--- src/rtl/det_pkg.sv ---
// det_pkg: shared FSM state type, window-width helper and parameter legality check.
package det_pkg;
    typedef enum logic [1:0] {IDLE = 2'd0, RUN = 2'd1, TRIP = 2'd2} state_t;
    function automatic int win_w(input int win_len);
        return $clog2(win_len + 1);
    endfunction
    function automatic bit params_ok(input int win_len, input int thresh, input int cnt_w);
        return win_len >= 2 && win_len <= 1024 && thresh >= 1 && thresh <= win_len && cnt_w >= 1;
    endfunction
endpackage

--- src/rtl/det_event_monitor_if.sv ---
// det_event_monitor_if: control inputs and status outputs of the event monitor.
interface det_event_monitor_if #(parameter int CNT_W = 8, parameter int WIN_W = 5);
    logic en;
    logic clr;
    logic det_in;
    logic [CNT_W-1:0] total_cnt;
    logic [WIN_W-1:0] last_win_cnt;
    logic alarm_pulse;
    logic alarm_sticky;
    logic [1:0] state_o;
    modport master (output en, clr, det_in,
                    input total_cnt, last_win_cnt, alarm_pulse, alarm_sticky, state_o);
    modport slave (input en, clr, det_in,
                   output total_cnt, last_win_cnt, alarm_pulse, alarm_sticky, state_o);
endinterface

--- src/rtl/det_sat_cnt.sv ---
// det_sat_cnt: up counter that sticks at all-ones; clr wins over inc.
module det_sat_cnt #(parameter int W = 8) (
    input  logic clk,
    input  logic rst,
    input  logic clr,
    input  logic inc,
    output logic [W-1:0] q
);
    always_ff @(posedge clk or posedge rst)
        if (rst) q <= '0;
        else q <= clr ? '0 : (inc && q != '1) ? q + W'(1) : q;
endmodule

--- src/rtl/det_event_monitor.sv ---
// det_event_monitor: tumbling-window detection counter with threshold alarm and lifetime total.
module det_event_monitor
    import det_pkg::*;
#(
    parameter int WIN_LEN = 16,
    parameter int THRESH = 3,
    parameter int CNT_W = 8
) (
    input logic clk,
    input logic rst,
    det_event_monitor_if.slave bus
);
    localparam int WIN_W = win_w(WIN_LEN);
    localparam int POS_W = $clog2(WIN_LEN);
    localparam logic [POS_W-1:0] POS_LAST = POS_W'(WIN_LEN - 1);
    localparam logic [WIN_W-1:0] HIT_TRIP = WIN_W'(THRESH);

    generate
        if (!params_ok(WIN_LEN, THRESH, CNT_W)) begin : g_bad_params
            $error("det_event_monitor: illegal WIN_LEN/THRESH/CNT_W");
        end
    endgenerate

    state_t state, state_nxt;
    logic [POS_W-1:0] pos;
    logic [WIN_W-1:0] win_hits, hits_nxt, last_win;
    logic [CNT_W-1:0] total;
    logic pulse, sticky, pulse_nxt, sticky_nxt, trip;

    assign hits_nxt = win_hits + WIN_W'(bus.det_in);
    assign trip = state == RUN && bus.en && hits_nxt == HIT_TRIP;

    always_ff @(posedge clk or posedge rst)
        if (rst) state <= IDLE;
        else state <= state_nxt;

    // clr shares IDLE's exit rule; encoding 3 falls through to IDLE
    always_comb
        state_nxt = (bus.clr || state == IDLE) ? (bus.en ? RUN : IDLE) :
                    state == RUN ? (!bus.en ? IDLE : trip ? TRIP : RUN) :
                    state == TRIP ? TRIP : IDLE;

    always_comb begin
        pulse_nxt = !bus.clr && trip;
        sticky_nxt = !bus.clr && (sticky || trip);
    end

    always_ff @(posedge clk or posedge rst)
        if (rst) begin
            pulse <= 1'b0;
            sticky <= 1'b0;
        end else begin
            pulse <= pulse_nxt;
            sticky <= sticky_nxt;
        end

    // TRIP freezes the window; IDLE and an en drop discard it
    always_ff @(posedge clk or posedge rst)
        if (rst) begin
            pos <= '0;
            win_hits <= '0;
            last_win <= '0;
        end else if (bus.clr) begin
            pos <= '0;
            win_hits <= '0;
            last_win <= '0;
        end else if (state == RUN && bus.en) begin
            if (pos == POS_LAST) begin
                last_win <= hits_nxt;
                pos <= '0;
                win_hits <= '0;
            end else begin
                pos <= pos + POS_W'(1);
                win_hits <= hits_nxt;
            end
        end else if (state != TRIP) begin
            pos <= '0;
            win_hits <= '0;
        end

    det_sat_cnt #(.W(CNT_W)) u_total (
        .clk(clk),
        .rst(rst),
        .clr(bus.clr),
        .inc(bus.det_in && (state == RUN || state == TRIP)),
        .q(total)
    );

    assign bus.total_cnt = total;
    assign bus.last_win_cnt = last_win;
    assign bus.alarm_pulse = pulse;
    assign bus.alarm_sticky = sticky;
    assign bus.state_o = state;
endmodule

--- src/flat_wrapper.sv ---
// flat-port wrapper written by rule: the top's interface ports become plain ports
module det_event_monitor_flat import det_pkg::*;
#(
    parameter int WIN_LEN = 16,
    parameter int THRESH = 3,
    parameter int CNT_W = 8
)
  (clk, rst, bus_en, bus_clr, bus_det_in, bus_total_cnt, bus_last_win_cnt, bus_alarm_pulse, bus_alarm_sticky, bus_state_o);
  det_event_monitor_if #(.CNT_W(CNT_W), .WIN_W(5)) bus_i ();
  input logic clk;
  input logic rst;
  input wire logic [$bits(bus_i.en)-1:0] bus_en;
  input wire logic [$bits(bus_i.clr)-1:0] bus_clr;
  input wire logic [$bits(bus_i.det_in)-1:0] bus_det_in;
  output wire logic [$bits(bus_i.total_cnt)-1:0] bus_total_cnt;
  output wire logic [$bits(bus_i.last_win_cnt)-1:0] bus_last_win_cnt;
  output wire logic [$bits(bus_i.alarm_pulse)-1:0] bus_alarm_pulse;
  output wire logic [$bits(bus_i.alarm_sticky)-1:0] bus_alarm_sticky;
  output wire logic [$bits(bus_i.state_o)-1:0] bus_state_o;
  assign bus_i.en = bus_en;
  assign bus_i.clr = bus_clr;
  assign bus_i.det_in = bus_det_in;
  assign bus_total_cnt = bus_i.total_cnt;
  assign bus_last_win_cnt = bus_i.last_win_cnt;
  assign bus_alarm_pulse = bus_i.alarm_pulse;
  assign bus_alarm_sticky = bus_i.alarm_sticky;
  assign bus_state_o = bus_i.state_o;
  det_event_monitor #(.WIN_LEN(WIN_LEN), .THRESH(THRESH), .CNT_W(CNT_W)) u_core (.clk(clk), .rst(rst), .bus(bus_i));
endmodule
--- config.mk ---
export PLATFORM = sky130hd
export DESIGN_NAME = det_event_monitor_flat
export DESIGN_NICKNAME = d
export VERILOG_FILES = /design/src/rtl/det_pkg.sv /design/src/rtl/det_event_monitor_if.sv /design/src/rtl/det_sat_cnt.sv /design/src/rtl/det_event_monitor.sv /design/src/flat_wrapper.sv
export SDC_FILE = /design/constraint.sdc
export NUM_CORES = 1
export LEC_CHECK = 0
export CAP_MARGIN = 20
export CORE_MARGIN = 2
export CORE_UTILIZATION = 40
export CTS_CLUSTER_SIZE = 28
export DETAILED_ROUTE_END_ITERATION = 6
export PLACE_DENSITY = 0.66
export REMOVE_ABC_BUFFERS = 1
export SYNTH_ARGS = -nofsm -noshare
export SYNTH_HDL_FRONTEND = slang
export SYNTH_SLANG_ARGS = --single-unit
--- constraint.sdc ---
create_clock -name clk -period 2.1 [get_ports clk]
set_input_delay 0.21 -clock clk [delete_from_list [all_inputs] [get_ports clk]]
set_output_delay 0.21 -clock clk [all_outputs]
set_load 0.02 [all_outputs]
* Yosys cells after proc, flatten, opt, wreduce, memory -nomap -nowiden *
Index checks and enable logic that the tools add are counted.

storage, ports and cells
  register bits = 26
  output and inout port bits = 17
  bits of input ports = 5
  word-level logic and storage cells = 51

cells by class
  equality and inequality tests = 6
  reduce and logical (&&, ||, !) cells = 16
  multiplexer cells = 19
  add/sub/neg operators = 3

operators by type and width
  operator                                                               count
  5-bit two-way mux                                                      7
  4-bit two-way mux                                                      4
  8-bit two-way mux                                                      2
  2-bit two-way mux                                                      5
  8-bit by 1-bit adder with 8-bit output, second input constant          1
  8-bit != test, second input constant                                   1
  1-bit logical AND                                                      6
  2-bit nonzero test                                                     3
  5-bit by 1-bit adder with 5-bit output                                 1
  5-bit by 2-bit equality test with 1-bit output, second input constant  1
  4-bit by 1-bit adder with 4-bit output, second input constant          1
  4-bit equality test, second input constant                             1
  1-bit logical OR                                                       3
  3-bit nonzero test                                                     1
  2-bit by 1-bit equality test with 1-bit output, second input constant  1
  2-bit equality test, second input constant                             1
  2-bit logical NOT                                                      1
  2-bit != test, second input constant                                   1
  2-bit AND reduction                                                    1
  1-bit logical NOT                                                      1
  1-bit two-way mux                                                      1

* Longest topological paths before layout *
Gate-level depths: netlist of the first run.

  depth in word-level cells = 7
  mapped depth = 7
  depth with buffers taken out = 6

* Modules after synthesis *
From an unflattened synthesis of the first run, not the netlist that was laid out.

unflattened totals
  cells, all modules = 133
  area total of the unflattened synthesis = 1447.6 um2

modules (own cells, without submodules)
  module             area each (um2)  times used  cells an instance  seq. area each (um2)
  det_event_monitor  954.7            1           84                 450.4
  det_sat_cnt        493.0            1           49                 200.2

* Worst setup path after synthesis of the first run *
Ideal clock, no wire load.

  path type = register to register
  start = register u_core.state[1], in the netlist u_core.bus.state_o[1]
  end = register u_core.win_hits[2]
  setup slack = 0.491 ns
  arrival time = 1.487 ns
  buffers on the path = 1
  clock period less this slack = 1.609 ns
  cell stages (with the launch flop) = 8
  data required time = 1.979 ns
  library setup time = 0.121 ns
  cell sequence = dfrtp_1 inv_1 ha_1 nand2_2 and3b_1 clkbuf_2 o21bai_2 o2bb2ai_1

between the ends
  cells in the longest elaborated chain, start to end = 4
  elaborated cells between the ends (all ways) = 6
  classes of those cells = 2 x eq/ne; 2 x mux; 2 x reduce/logical

ends and longest elaborated chain
  what                                            line                     source
  start, declared                                 det_event_monitor.sv:24  state_t state, state_nxt;
  start signal, assigned                          det_event_monitor.sv:35  else state <= state_nxt;
  2-bit by 1-bit equality test with 1-bit output  det_event_monitor.sv:67  end else if (state == RUN && bus.en) begin
  1-bit logical AND                               det_event_monitor.sv:67
  5-bit two-way mux                               det_event_monitor.sv:67
  5-bit two-way mux                               det_event_monitor.sv:63  end else if (bus.clr) begin
  end signal, assigned                            det_event_monitor.sv:74  win_hits <= hits_nxt;
  end, declared                                   det_event_monitor.sv:26  logic [WIN_W-1:0] win_hits, hits_nxt, last_win;

Parallel ways exist; a longest one is shown, timed or not.
A chain may end at the register's enable or synchronous reset.

* Worst setup path after layout of the first run *
Ends and elaborated chain as after synthesis.

==> impl_metrics.py, run 1 <==
metrics = {
    "logic_synthesis": {
        "ys_warn_count": 0,
        "ys_seq_area_share_pct": 48.4,
        "ys_async_sr_fraction_pct": 100,
        "synth_seq_cells": 26,
        "synth_cell_types": 44,
        "synthTopCellsByArea": "dfrtp_1 (48%), ha_1 (6.5%), xor2_1 (5.2%), nor2_1 (3.6%), nand3_1 (2.6%)",
        "yosys.area.top_type_share_pct": 48.4,
        "syn_inst": 127,
        "synth_common_cells": "dfrtp_1 (26), nor2_1 (13), xor2_1 (8), ha_1 (7), nand3_1 (7)",
        "syn_avg_cell_area_sq_um": 10.6,
        "netlist_area_sq_um": 1340,
        "synth-edff-count": 0,
        "synth-main-ff-cell": "dfrtp_1",
        "yosysMostFrequentCell": "dfrtp_1",
        "yosys.area.top_type": "dfrtp_1",
    },
    "clocking": {
        "cts.sinks": 26,
        "holdBufCountCts": 0,
        "cts_tree": "yes",
        "clock-root-buffer": "clkbuf_4",
        "ctsHtreeMaxLevel": 1,
        "numCtsBuffers": 3,
        "cts_resized": 0,
        "clk_pin_slew_worst_paths_ps": 120,
        "clockBufferDepth": 2,
        "cts_setup_buffers": 0,
        "clk_latency_ps": 320,
    },
    "route": {
        "dr.pass1.iters": 4,
        "ant_nets": 0,
        "via_count": 1032,
        "drc": 0,
        "viasPerCell": 5.16,
        "drt-initial-drc-count": 63,
        "totalWireLength_mm": 2.69,
        "drt-wirelength-per-cell_um": 13.4,
    },
    "global_routing": {
        "grt_pass1_wl_mm": 4.40,
        "grt_max_degree": 27,
        "grt_use_total_pct": 15.9,
        "first_global_vias": 1030,
        "grt_antenna_before_repair": 0,
        "grt_remaining_overflow": 0,
    },
    "floorplan": {
        "initial_utilization_pct": 40.9,
        "die_w_um": 62.0,
        "die_y_um": 62.0,
        "die_area_sq_um": 3840,
        "rows": 21,
        "io_pins": 22,
        "core_area_sq_um": 3280,
    },
    "place": {
        "dp_hpwl_mm": 2.04,
        "portBuffers": 21,
        "place_ws_ps": 119,
        "gp_congestion": 0.785,
        "place_area_sq_um": 1650,
    },
    "timing": {
        "setup_ws_ps": 416,
        "slew-limit-headroom_pct": 72.5,
        "fmax_mhz": 594,
        "hold_viol_final": 0,
        "rsz0062_at_grt": "false",
        "finClkSkew_ps": 1.88,
        "finalCritPeriodShare_pct": 80.2,
        "worstMarginPinSlew_ps": 411,
        "setup_viol_count_final": 0,
        "hold_slack_ps": 224,
        "slew_violations": 0,
        "min_period_ps": 1680,
        "fin_tns_setup_ps": 0,
    },
    "cells_and_area": {
        "design_area_sq_um": 1670,
        "multi_input_area_sq_um": 661,
        "regArea_sq_um": 651,
        "drive_gt1_share_pct": 12.3,
        "final_nets": 168,
        "insertedDiodeCount": 0,
        "num-fill-cells": 286,
        "area_growth_pct": 24.2,
        "finish.utilization_pct": 50.8,
    },
    "setup_path": {
        "required_ps": 2350,
        "critical_path.slowest_cell": "or3_4",
        "path_cells": "inv_1 -> ha_1 -> nand2_2 -> or3_4 -> o21bai_2 -> o2bb2ai_1",
        "crit_type": "reg2reg",
        "max_stage_delay_ps": 440,
        "start_kind": "register",
        "crit_family": "simple AND/OR/NAND/NOR gates",
        "path_max_fanout": 10,
        "cp_data_arrival_time_ps": 1930,
        "timing.critical_path.to_type": "register",
        "critPathBufInv": 1,
    },
    "pwr": {
        "vdd_drop_max_mv": 0.178,
        "p_leak_nw": 0.726,
        "p_per_area_nw_per_um2": 491,
    },
    "min_path": {
        "hp-class": "in2async",
    },
    "run": {
        "drv_cap": 0,
    },
    "outcome": {
        "status": "finished, final reports clean",
    },
}
worst paths after layout:
kind,to,start,depth (start not counted),slack [ps]
max,u_core.win_hits[2]$_DFFE_PP0P_,u_core.bus.state_o[1]$_DFF_PP0_,6,420
min,u_core.u_total.q[0]$_DFFE_PP0P_,rst,3,220
max reg2reg,u_core.win_hits[2]$_DFFE_PP0P_,u_core.bus.state_o[1]$_DFF_PP0_,6,420
min reg2reg,u_core.bus.alarm_sticky$_DFF_PP0_,u_core.bus.alarm_sticky$_DFF_PP0_,2,510
max in group asynchronous,u_core.win_hits[2]$_DFFE_PP0P_,rst,3,1640
min in group clk,u_core.bus.alarm_sticky$_DFF_PP0_,u_core.bus.alarm_sticky$_DFF_PP0_,2,510
cells in the final DEF (no fill, tap or decap), drive strengths merged, types with 3 or more instances in the layout:
cell type       n
inv             4
nand3           7
nor3            4
clkbuf          3
clkdlybuf4s50  21
ha              7
nand2b          3
dfrtp          26
xor2            8
a211oi          3
buf             7
and3            3
o21ai           6
o211ai          4
nor2           13
mux2i           3
nand2           5
final cells by class:
cell class | instances | area share (%)
clock buffer | 3 | 1.35
inverter | 4 | 0.900
multi-input combinational | 93 | 39.6
sequential | 26 | 39.0
tap | 46 | 3.45
timing repair buffer | 28 | 15.7
cells by family (layout without fill, tap and decap cells):
family / count (synthesis) / in the layout / synth area share [%]
and+or+nand+nor: 48 / 48 / 20.3
AOI/OAI and AO/OA: 26 / 26 / 14.2
DFF: 26 / 26 / 48.4
xor gates and xnor gates: 9 / 9 / 5.87
buffers and inverters: 8 / 35 / 2.42
adders and majority gates: 7 / 7 / 6.52
muxes: 3 / 3 / 2.23
registers in the layout, indices dropped and copies added (netlist names):
name and flops:
u_core.bus.last_win_cnt 5, u_core.bus.alarm_sticky 1, u_core.bus.alarm_pulse 1, u_core.bus.state_o 2, u_core.win_hits 5, u_core.pos 4
u_core.u_total.q 8
routing by layer:
metal  vias up  global-route usage (%)  share of wire [%]
met3         4                    2.69                3.1
met1       495                    18.8                 45
li1        516                       -                  -
met2        17                    27.5                 50
met5         -                       0                  0
met4         0                    7.90                1.7
where the power goes:
| part | switching (mW) | internal [mW] | total, mW |
|---|---|---|---|
| clock | 0.136 | 0.0673 | 0.203 |
| sequential | 0.00797 | 0.509 | 0.517 |
| combinational | 0.0575 | 0.0420 | 0.0995 |
| total | 0.202 | 0.618 | 0.820 |
metrics by stage:
step | cells | total power [mW]
CTS | 200 | 0.830
finish | 200 | 0.820
detailed placement | 197 | 0.627
floorplan | 123 | 0.578
global route | 200 | 0.861
global placement | 197 | 0.624
worst min-delay path: stages:
cell and delay, ps:
clkdlybuf4s50_1 390, inv_1 50, buf_4 300
Power figures use the tool's default switching activity.
==> run 2, diff against run 1 <==
Clock period 2.1 ns to 1.71 ns, I/O delays scaled along.
==> run 2 against run 1 <==
  * Clock skew about the same
  * Wire length grew 10%
  * Non-clock buffer count grew 5
  * Setup slack got worse by 370 ps
  * Core utilization up 2.9 points
  * Fmax is 1.3% higher
  * Largest power group unchanged
==> impl_metrics.py, run 2 (same netlist as run 1, synthesis figures left out) <==
metrics = {
    "timing": {
        "rsz0062_at_grt": "true",
        "slew_violations": 0,
        "setup_viol_count_final": 0,
        "setup_ws_ps": 47.4,
        "finClkSkew_ps": 1.39,
        "fmax_mhz": 601,
        "finalCritPeriodShare_pct": 97.2,
        "slew-limit-headroom_pct": 74.7,
        "hold_viol_final": 0,
        "worstMarginPinSlew_ps": 378,
        "min_period_ps": 1660,
    },
    "setup_path": {
        "crit_type": "reg2reg",
        "start_kind": "register",
        "timing.critical_path.to_type": "register",
        "path_cells": "ha_4 -> ha_4 -> nor3_2 -> a31o_2 -> nand4_1 -> o41ai_2",
        "path_max_fanout": 4,
        "critical_path.slowest_cell": "dfrtp_1",
        "path_common_cell": "ha_4",
        "cp_data_arrival_time_ps": 1900,
        "required_ps": 1950,
        "max_stage_delay_ps": 450,
    },
    "global_routing": {
        "first_global_vias": 1043,
        "grt_antenna_before_repair": 0,
        "grt_use_total_pct": 16.3,
        "grt_pass1_wl_mm": 4.58,
        "grt_remaining_overflow": 0,
        "grt_max_degree": 27,
    },
    "min_path": {
        "hp-class": "in2async",
    },
    "place": {
        "dp_hpwl_mm": 2.12,
        "place_ws_ps": -283,
        "portBuffers": 21,
        "gp_congestion": 0.810,
        "dp.cells": 201,
    },
    "route": {
        "ant_nets": 0,
        "drt-initial-drc-count": 50,
        "dr.pass1.iters": 5,
        "drt-wirelength-per-cell_um": 14.4,
        "totalWireLength_mm": 2.97,
        "drc": 0,
        "viasPerCell": 5.35,
        "via_count": 1102,
    },
    "clocking": {
        "clock-root-buffer": "clkbuf_4",
        "clk_latency_ps": 330,
        "clockBufferDepth": 2,
        "holdBufCountCts": 0,
        "numCtsBuffers": 3,
        "cts.sinks": 26,
        "cts_tree": "yes",
        "ctsHtreeMaxLevel": 1,
        "clk_pin_slew_worst_paths_ps": 140,
    },
    "cells_and_area": {
        "largest_register": "u_core.u_total.q",
        "num-fill-cells": 306,
        "layout_commonest_cell": "dfrtp_1",
        "drive_gt1_share_pct": 19.4,
        "final_cells": 206,
        "insertedDiodeCount": 0,
        "final_nets": 173,
        "layout_common_cells": "dfrtp_1 (26), clkdlybuf4s50_1 (21), nor2_1 (13)",
        "area_growth_pct": 31.4,
        "largest_reg_flops": 8,
    },
    "run": {
        "drv_cap": 0,
    },
    "floorplan": {
        "die_area_sq_um": 3840,
        "initial_utilization_pct": 40.9,
        "core_area_sq_um": 3280,
        "rows": 21,
        "die_y_um": 62.0,
        "die_w_um": 62.0,
        "io_pins": 22,
    },
    "pwr": {
        "p_per_area_nw_per_um2": 620,
        "vdd_drop_max_mv": 0.238,
        "p_leak_nw": 0.761,
    },
    "outcome": {
        "status": "finished, final reports clean",
    },
}
-- run 2: area by class of cell --
type                            count  area (sq um)  share of cell area (%)
Sequential cell                    26           651                    36.9
Timing Repair Buffer               33           300                    17.0
Multi-Input combinational cell     93           706                    40.0
Tap cell                           46          57.6                    3.26
Clock buffer                        4          36.3                    2.06
Inverter                            4          15.0                   0.850
-- run 2: report_power, final --
part | internal (mW) | switching [mW] | total (mW)
Sequential | 0.625 | 0.0108 | 0.636
Combinational | 0.0607 | 0.0761 | 0.137
Clock | 0.130 | 0.192 | 0.323
Total | 0.816 | 0.279 | 1.10
-- run 2: per-layer routing --
metal  GRT usage [%]  routed length [um]  vias to the layer above
met5               0                   0                        -
met4            6.38                  43                        0
met3            3.11                 127                        5
met2            28.4                1520                       34
met1            19.8                1280                      537
li1                -                   -                      526
-- run 2: worst paths after layout --
check                                               start                                endpoint  slack (ps)  cells after the start
max                        u_core.win_hits[0]$_DFFE_PP0P_         u_core.bus.state_o[1]$_DFF_PP0_          50                      6
min                                                   rst         u_core.u_total.q[7]$_DFFE_PP0P_         170                      3
min in group clk                u_core.pos[0]$_DFFE_PP0P_               u_core.pos[0]$_DFFE_PP0P_         520                      1
max in group asynchronous                             rst  u_core.bus.last_win_cnt[2]$_DFFE_PP0P_        1290                      3
min reg2reg                     u_core.pos[0]$_DFFE_PP0P_               u_core.pos[0]$_DFFE_PP0P_         520                      1
max reg2reg                u_core.win_hits[0]$_DFFE_PP0P_         u_core.bus.state_o[1]$_DFF_PP0_          50                      6
-- run 2: critical path: cells and delay by family (launching register included) --
kind,cells,cell delay (ps)
DFF,1,450
adders and majority gates,2,340
AOI/OAI and AO/OA,2,470
and+or+nand+nor,2,310
-- run 2: timing repair --
item,in CTS,in global routing
setup endpoints to repair,2,5
gates resized for setup,1,7
pin swaps,1,3
buffers inserted,1,0
-- run 2: through the flow --
stage | instance area (sq um) | power (mW) | TNS (ps) | hold WS (ps) | util (%)
5_1_grt | 1770 | 1.14 | -90.8 | 222 | 53.8
3_5_place_dp | 1680 | 0.777 | -1130 | 476 | 51.0
2_1_floorplan | 1330 | 0.710 | 0 | 211 | -
4_1_cts | 1730 | 1.09 | 0 | 191 | 52.5
6_report | 1770 | 1.10 | 0 | 170 | 53.8
3_3_place_gp | 1680 | 0.774 | -693 | 482 | 51.0
